===== config.mk =====
export PLATFORM = sky130hd
export DESIGN_NAME = key_matrix_scan
export DESIGN_NICKNAME = d
export VERILOG_FILES = /design/src/rtl/key_matrix_scan_pkg.sv /design/src/rtl/key_matrix_scan_fifo.sv /design/src/rtl/key_matrix_scan.sv
export SDC_FILE = /design/constraint.sdc
export NUM_CORES = 1
export LEC_CHECK = 0
export ABC_AREA = 1
export CAP_MARGIN = 0
export CORE_MARGIN = 4
export CORE_UTILIZATION = 40
export CTS_CLUSTER_DIAMETER = 100
export DETAILED_ROUTE_END_ITERATION = 6
export PLACE_DENSITY = 0.53
export SLEW_MARGIN = 25
export SYNTH_ARGS = -nofsm -noshare
export SYNTH_HDL_FRONTEND = slang
export SYNTH_HIERARCHICAL = 1
export SYNTH_SLANG_ARGS = --single-unit

===== constraint.sdc =====
create_clock -name clk -period 4.83 [get_ports clk]
set_input_delay 0.966 -clock clk [delete_from_list [all_inputs] [get_ports clk]]
set_output_delay 0.966 -clock clk [all_outputs]
set_load 0.02 [all_outputs]

===== src/rtl/key_matrix_scan_pkg.sv =====
// Shared constants, state encoding and event format for the key matrix scanner.
// The key index formula matches the LED matrix image layout.
package key_matrix_scan_pkg;

    localparam int KMS_DIM_X = 6;
    localparam int KMS_DIM_Y = 6;
    localparam int KMS_NKEYS = KMS_DIM_X * KMS_DIM_Y;
    localparam int KMS_IDX_W = 6;
    localparam int KMS_EVT_W = KMS_IDX_W + 1;

    localparam logic [1:0] ST_DWELL  = 2'd0;
    localparam logic [1:0] ST_UPDATE = 2'd1;
    localparam logic [1:0] ST_EMIT   = 2'd2;

    typedef struct packed {
        logic [KMS_IDX_W-1:0] index;
        logic                 press;
    } kms_evt_t;

    function automatic logic [KMS_IDX_W-1:0] key_index(
        input logic [2:0] r,
        input logic [2:0] c
    );
        return 6'(r) * 6'(KMS_DIM_X) + 6'(c);
    endfunction

endpackage


===== src/rtl/key_matrix_scan_fifo.sv =====
// Small synchronous event FIFO with a valid/ready read side.
// A push while full is taken only when the head is popped in the same cycle.
module event_fifo
    import key_matrix_scan_pkg::*;
#(
    parameter int DEPTH = 4
) (
    input  logic     clk,
    input  logic     rst_n,
    input  logic     i_push,
    input  kms_evt_t i_data,
    output logic     o_drop,
    output logic     o_valid,
    input  logic     i_ready,
    output kms_evt_t o_data
);

    localparam int AW = $clog2(DEPTH);

    logic [AW:0] r_wr;
    logic [AW:0] r_rd;
    kms_evt_t    r_mem [DEPTH];

    logic w_empty;
    logic w_full;
    logic w_pop;
    logic w_wr;

    assign w_empty = (r_wr == r_rd);
    assign w_full  = (r_wr[AW] != r_rd[AW]) &&
                     (r_wr[AW-1:0] == r_rd[AW-1:0]);
    assign w_pop   = !w_empty && i_ready;
    assign w_wr    = i_push && (!w_full || w_pop);
    assign o_drop  = i_push && w_full && !w_pop;
    assign o_valid = !w_empty;
    assign o_data  = r_mem[r_rd[AW-1:0]];

    always_ff @(posedge clk) begin
        if (w_wr) begin
            r_mem[r_wr[AW-1:0]] <= i_data;
        end
    end

    always_ff @(posedge clk or negedge rst_n) begin
        if (!rst_n) begin
            r_wr <= '0;
            r_rd <= '0;
        end else begin
            if (w_wr) begin
                r_wr <= r_wr + 1'b1;
            end
            if (w_pop) begin
                r_rd <= r_rd + 1'b1;
            end
        end
    end

endmodule


===== src/rtl/key_matrix_scan.sv =====
// 6x6 key matrix scanner: row drive, column sampling, per-key debounce,
// debounced key image and a press/release event stream.
module key_matrix_scan
    import key_matrix_scan_pkg::*;
#(
    parameter int DIM_X      = KMS_DIM_X,
    parameter int DIM_Y      = KMS_DIM_Y,
    parameter int SCAN_DIV   = 4096,
    parameter int DEBOUNCE   = 3,
    parameter int FIFO_DEPTH = 4
) (
    input  logic                   clk,
    input  logic                   rst_n,
    input  logic [DIM_X-1:0]       col_n,
    output logic [DIM_Y-1:0]       row_n,
    output logic [DIM_X*DIM_Y-1:0] keys,
    output logic                   frame,
    output logic                   evt_valid,
    input  logic                   evt_ready,
    output logic [KMS_IDX_W-1:0]   evt_index,
    output logic                   evt_press,
    output logic                   ovf,
    input  logic                   ovf_clr
);

    localparam int NK    = DIM_X * DIM_Y;
    localparam int CNT_W = $clog2(SCAN_DIV);

    logic [DIM_X-1:0]       r_sync1;
    logic [DIM_X-1:0]       r_sync2;
    logic [DIM_X-1:0]       r_sample;
    logic [DIM_X-1:0]       r_mask;
    logic [1:0]             r_state;
    logic [CNT_W-1:0]       r_cnt;
    logic [2:0]             r_row;
    logic [2:0]             r_col;
    logic                   r_live;
    logic                   r_frame;
    logic                   r_ovf;
    logic [NK-1:0]          r_keys;
    logic [1:0]             r_dcnt [NK];

    logic [DIM_X-1:0]       w_raw;
    logic [KMS_IDX_W-1:0]   w_emit_idx;
    logic                   w_push;
    logic                   w_drop;
    kms_evt_t               w_evt;
    kms_evt_t               w_head;

    assign w_raw      = ~r_sync2;
    assign w_emit_idx = key_index(r_row, r_col);
    assign w_push     = (r_state == ST_EMIT) && r_mask[r_col];
    assign w_evt      = '{index: w_emit_idx, press: r_keys[w_emit_idx]};

    // Rows stay released until the first clock after reset.
    assign row_n     = r_live ? ~(DIM_Y'(1) << r_row) : '1;
    assign keys      = r_keys;
    assign frame     = r_frame;
    assign ovf       = r_ovf;
    assign evt_index = w_head.index;
    assign evt_press = w_head.press;

    always_ff @(posedge clk or negedge rst_n) begin
        if (!rst_n) begin
            r_sync1 <= '1;
            r_sync2 <= '1;
        end else begin
            r_sync1 <= col_n;
            r_sync2 <= r_sync1;
        end
    end

    always_ff @(posedge clk or negedge rst_n) begin
        if (!rst_n) begin
            r_state  <= ST_DWELL;
            r_cnt    <= '0;
            r_row    <= '0;
            r_col    <= '0;
            r_live   <= 1'b0;
            r_frame  <= 1'b0;
            r_sample <= '0;
            r_mask   <= '0;
            r_keys   <= '0;
            for (int k = 0; k < NK; k++) begin
                r_dcnt[k] <= '0;
            end
        end else begin
            r_live  <= 1'b1;
            r_frame <= 1'b0;
            if (r_live) begin
                unique case (r_state)
                    ST_DWELL: begin
                        if (r_cnt == CNT_W'(SCAN_DIV - 1)) begin
                            r_cnt    <= '0;
                            r_sample <= w_raw;
                            r_state  <= ST_UPDATE;
                        end else begin
                            r_cnt <= r_cnt + 1'b1;
                        end
                    end
                    ST_UPDATE: begin
                        r_mask <= '0;
                        for (int c = 0; c < DIM_X; c++) begin
                            if (r_sample[c] == r_keys[key_index(r_row, 3'(c))]) begin
                                r_dcnt[key_index(r_row, 3'(c))] <= '0;
                            end else if (r_dcnt[key_index(r_row, 3'(c))]
                                         == 2'(DEBOUNCE - 1)) begin
                                r_keys[key_index(r_row, 3'(c))] <= r_sample[c];
                                r_dcnt[key_index(r_row, 3'(c))] <= '0;
                                r_mask[c] <= 1'b1;
                            end else begin
                                r_dcnt[key_index(r_row, 3'(c))] <=
                                    r_dcnt[key_index(r_row, 3'(c))] + 1'b1;
                            end
                        end
                        r_col   <= '0;
                        r_state <= ST_EMIT;
                    end
                    ST_EMIT: begin
                        if (r_col == 3'(DIM_X - 1)) begin
                            r_col   <= '0;
                            r_state <= ST_DWELL;
                            if (r_row == 3'(DIM_Y - 1)) begin
                                r_row   <= '0;
                                r_frame <= 1'b1;
                            end else begin
                                r_row <= r_row + 1'b1;
                            end
                        end else begin
                            r_col <= r_col + 1'b1;
                        end
                    end
                    default: r_state <= ST_DWELL;
                endcase
            end
        end
    end

    // A drop in the same cycle as a clear keeps the flag set.
    always_ff @(posedge clk or negedge rst_n) begin
        if (!rst_n) begin
            r_ovf <= 1'b0;
        end else if (w_drop) begin
            r_ovf <= 1'b1;
        end else if (ovf_clr) begin
            r_ovf <= 1'b0;
        end
    end

    event_fifo #(
        .DEPTH (FIFO_DEPTH)
    ) u_fifo (
        .clk     (clk),
        .rst_n   (rst_n),
        .i_push  (w_push),
        .i_data  (w_evt),
        .o_drop  (w_drop),
        .o_valid (evt_valid),
        .i_ready (evt_ready),
        .o_data  (w_head)
    );

endmodule


==> results by stage <==
STA:
- The final number of hold-violating endpoints came to 0.
- Measured against its own limit, the worst slew margin works out to 33.2%.
- Setup violations remaining at the end of the flow were counted as 0.
- The fmax is 226 MHz.
- The post-route clock period utilization is 91.5%.
- The minimum clock period after layout is 4.42 ns.
- The clock skew is 0.0171 ns.
- At the pin with the least slew margin, the transition time is 1.00 ns.
- The total negative setup slack is 0 ns.
- Setup repair after global routing left no endpoint under its margin.
- The final-report max-slew violation count is 0.

GRT:
- Global routing consumed, over all layers together, 34.7% of the routing resources.
- The first global-routing pass estimated 122 mm of wire.
- Entering global routing, the biggest net connects 95 pins.
- The number of antenna violations at the first check in global routing is 0.
- The total congestion overflow after global routing is 0.
- The number of global-route vias before repair was 18.4k.

Clock tree:
- The number of buffers between clock root and the deepest sink is 2.
- The CTS H-tree depth is 4.
- The clock input transition at the sequential cells of the worst setup and hold paths is 0.08 ns.
- The post-CTS setup buffer count is 0.
- The CTS tree is done.
- The later pin in the worst-skew pair is clocked with a latency of 0.51 ns.
- The number of CTS-inserted buffers is 17.
- The root cell of the clock tree is clkbuf_16.
- The number of hold buffers added after CTS was 0.
- For this design, the sink count on the clock tree is 189.
- After clock tree synthesis, the repair step resized 0 gates.

Final layout:
- The number of filler instances in the final layout is 4,596.
- The post-synthesis to final-layout area growth is 9.96%.
- After routing the design area is 19,300 um^2.
- The share of cells above drive strength 1 is 8.06%.
- Summing all flip-flop and latch instances after layout gives 4890 um^2.
- The number of nets at the end of the flow is 2,929.
- In the final layout, the multi-input gates occupy 10,800 um^2.
- Measured on the finished design, the core utilization comes to 44.7%.

Routing:
- For this block, the initial DRC count from the detailed router was 2,462.
- The overall via count from detail_route is 20.4k.
- The post-route DRC violation count is 0.
- The number of detailed-routing iterations run before antenna repair is 5.
- The final layout contains routed wiring with a total length of 83.2 mm.
- Using the TritonRoute via totals, the vias-per-cell ratio works out to 5.85.
- The count of antenna-violating nets left after detailed routing is 0.
- The post-detailed-route wirelength per cell is 23.8 um.

Floorplan:
- The floorplan has 76 rows.
- The floorplan die area is 47,300 um^2.
- The area of the placeable core is 43,300 um^2.
- The top-level I/O count is 62.
- The initial core utilization is 40.6%.
- The floorplan die width is 218 um.
- In this run the vertical extent of the chip is 218 um.

Yosys:
- The yosys synthesis warning count is 6.
- The count of unique library cells instantiated by Yosys is 54.
- The synthesized design contains 28 enable-type register cells.
- Synthesis produced 2,900 cells.
- Counting flops with an async set or reset pin after synthesis yields a share of 85.2%.
- The synthesized area per cell is 6.06 um^2.
- The dominant register cell in the synthesized netlist is dfrtp_1.
- The post-synthesis net count is 2,940.
- The total standard cell area after synthesis is 17,600 um^2.
- Summing the sequential cell areas from Yosys gives 27.8% of the chip area.
- The flip-flop and latch count after synthesis is 189.

Placement:
- The post-detailed-placement cell area is 18,700 um^2.
- The final estimated routing congestion in global placement is 0.993.
- The number of buffer cells added on primary ports is 61.
- Detailed placement finished with a half-perimeter wire length of 58.2 mm.

Run:
- The max-cap violation count is 0.

Power and ir drop:
- The static leakage power is 0.00903 uW.
- The worst-case IR drop observed on VDD is 179 uV.
- The ratio of total power to cell area is 173 nW/um^2.

Worst setup path:
- The type of the worst setup path is reg2reg.
- Traced cell by cell, the critical path runs through ha_1 > inv_1 > fa_1 > buf_12 > xnor2_2 > nand3_1 > nand3_1 > nand2_1 > nand2_1 > nand2_1 > ha_1 > inv_1 > nand3_2 > nand2_1 > nand3_1 > a21oi_1.
- At the worst endpoint, the arrival time is 4.85 ns.
- In this run the worst path has a maximum fanout of 16.
- Among the stages of the critical path, the cell type that occurs most often is nand2_1.
- For this run, the slowest stage of the critical path takes 0.63 ns.
- At the worst endpoint, the required time is 5.26 ns.
- Together, buffers and inverters on the worst path number 3.
- The cell class contributing the biggest share of worst-path delay is simple AND/OR/NAND/NOR gates.
- The cell with the largest stage delay on the worst path is nand3_2.
- The kind of end point of the critical path is a register.
- The worst setup path is launched from a register.

Worst hold path:
- In this run the worst hold path is classified as reg2reg.

Status:
- The flow ran to the end, and the final reports show no timing, DRC or antenna violations.
cell type report:
type	count	share of cell area [%]
inverters	293	5.70
diodes	1	0.0130
repair buffers	138	6.35
flip-flops and latches	189	25.3
multi-input cells	2250	55.7
clock inverters	14	0.971
well taps	585	3.79
clock buffers	18	2.22
layout by cell type (no fill, tap or decap), types with 12 or more instances in the layout:
cell type and n:
inv_2 25, clkbuf_16 17, nor3_1 23, edfxtp_1 28, o21ai_1 19, buf_4 74, o211ai_1 13, nand3_1 463
inv_1 258, nor2_1 223, dfrtp_1 148, a21oi_1 129, clkinv_1 12, nor2_2 20, dfstp_2 12, ha_1 28
o21ai_0 107, nand4_1 134, nand2_1 964, nand2_2 24, nor2_4 12, clkdlybuf4s50_1 60
state kept, by name, indices dropped and copies added (netlist names), 6 cells and up:
name          cells
r_dcnt           72
keys             36
u_fifo/r_mem     28
r_cnt            12
r_mask            6
r_sample          6
r_sync1           6
r_sync2           6
power breakdown:
part,internal [uW],switching [uW]
Clock,865,728
Combinational,28.5,61.6
Sequential,1640,17.0
Total,2530,807
routing by layer:
| layer | part of all wire [%] | up-vias | wire length [um] | track usage (%) |
|---|---|---|---|---|
| met4 | 5.7 | 0 | 4720 | 17.9 |
| met3 | 8.8 | 220 | 7330 | 6.37 |
| met5 | 0 | - | 0 | 0 |
| met1 | 42 | 9613 | 35100 | 47.5 |
| li1 | - | 9473 | - | - |
| met2 | 43 | 1104 | 36000 | 52.4 |
cell usage after synthesis (all sizes together), types with 3 or more instances:
cell type	count	area share (%)
nor2	257	6.4
nand4	134	4.8
and2	3	0.11
nor3	24	0.71
mux2i	8	0.46
dfstp	12	1.8
nand2	995	22
dfrtp	149	21
o211ai	13	0.56
clkbuf	81	1.7
o22ai	8	0.28
nand3	475	14
ha	28	2.0
a21oi	135	4.0
o221ai	5	0.25
o21ai	126	3.6
edfxtp	28	4.8
buf	87	3.1
xor2	9	0.56
nand3b	6	0.33
clkinv	9	0.19
inv	284	6.1
o2111ai	4	0.20
per-stage QoR:
stage	power, uW	cells	hold WS [ns]	worst slack, ns
CTS	3380	3487	0.354	0.432
global placement	1780	3455	0.346	0.488
detailed placement	1780	3455	0.347	0.436
global route	3450	3487	0.360	0.193
finish	3340	3488	0.359	0.412
floorplan	1730	2900	0.345	0.395
path summary, 6_finish.rpt:
path | from | to | slack, ns | depth (start not counted)
worst max register to register | r_row[0] | r_dcnt[38] | 0.41 | 16
worst max-delay path | r_row[0] | r_dcnt[38] | 0.41 | 16
min in group asynchronous | rst_n | ovf | 0.40 | 1
worst min register to register | r_sync1[2] | r_sync2[2] | 0.36 | 0
max in group asynchronous | rst_n | r_dcnt[34] | 3.46 | 2
worst min-delay path | r_sync1[2] | r_sync2[2] | 0.36 | 0
kinds of logic after synthesis:
| family | after synthesis | synth area share [%] |
|---|---|---|
| AND/OR/NAND/NOR | 1897 | 48.3 |
| buffers and inverters | 461 | 11.1 |
| AO/OA/AOI/OAI | 303 | 9.46 |
| flip-flops | 189 | 27.8 |
| adder cells (fa/ha/maj) | 30 | 2.22 |
| XOR/XNOR | 11 | 0.698 |
| multiplexers | 8 | 0.456 |
| other | 1 | 0.0213 |
(Power assumes the default switching activity.)
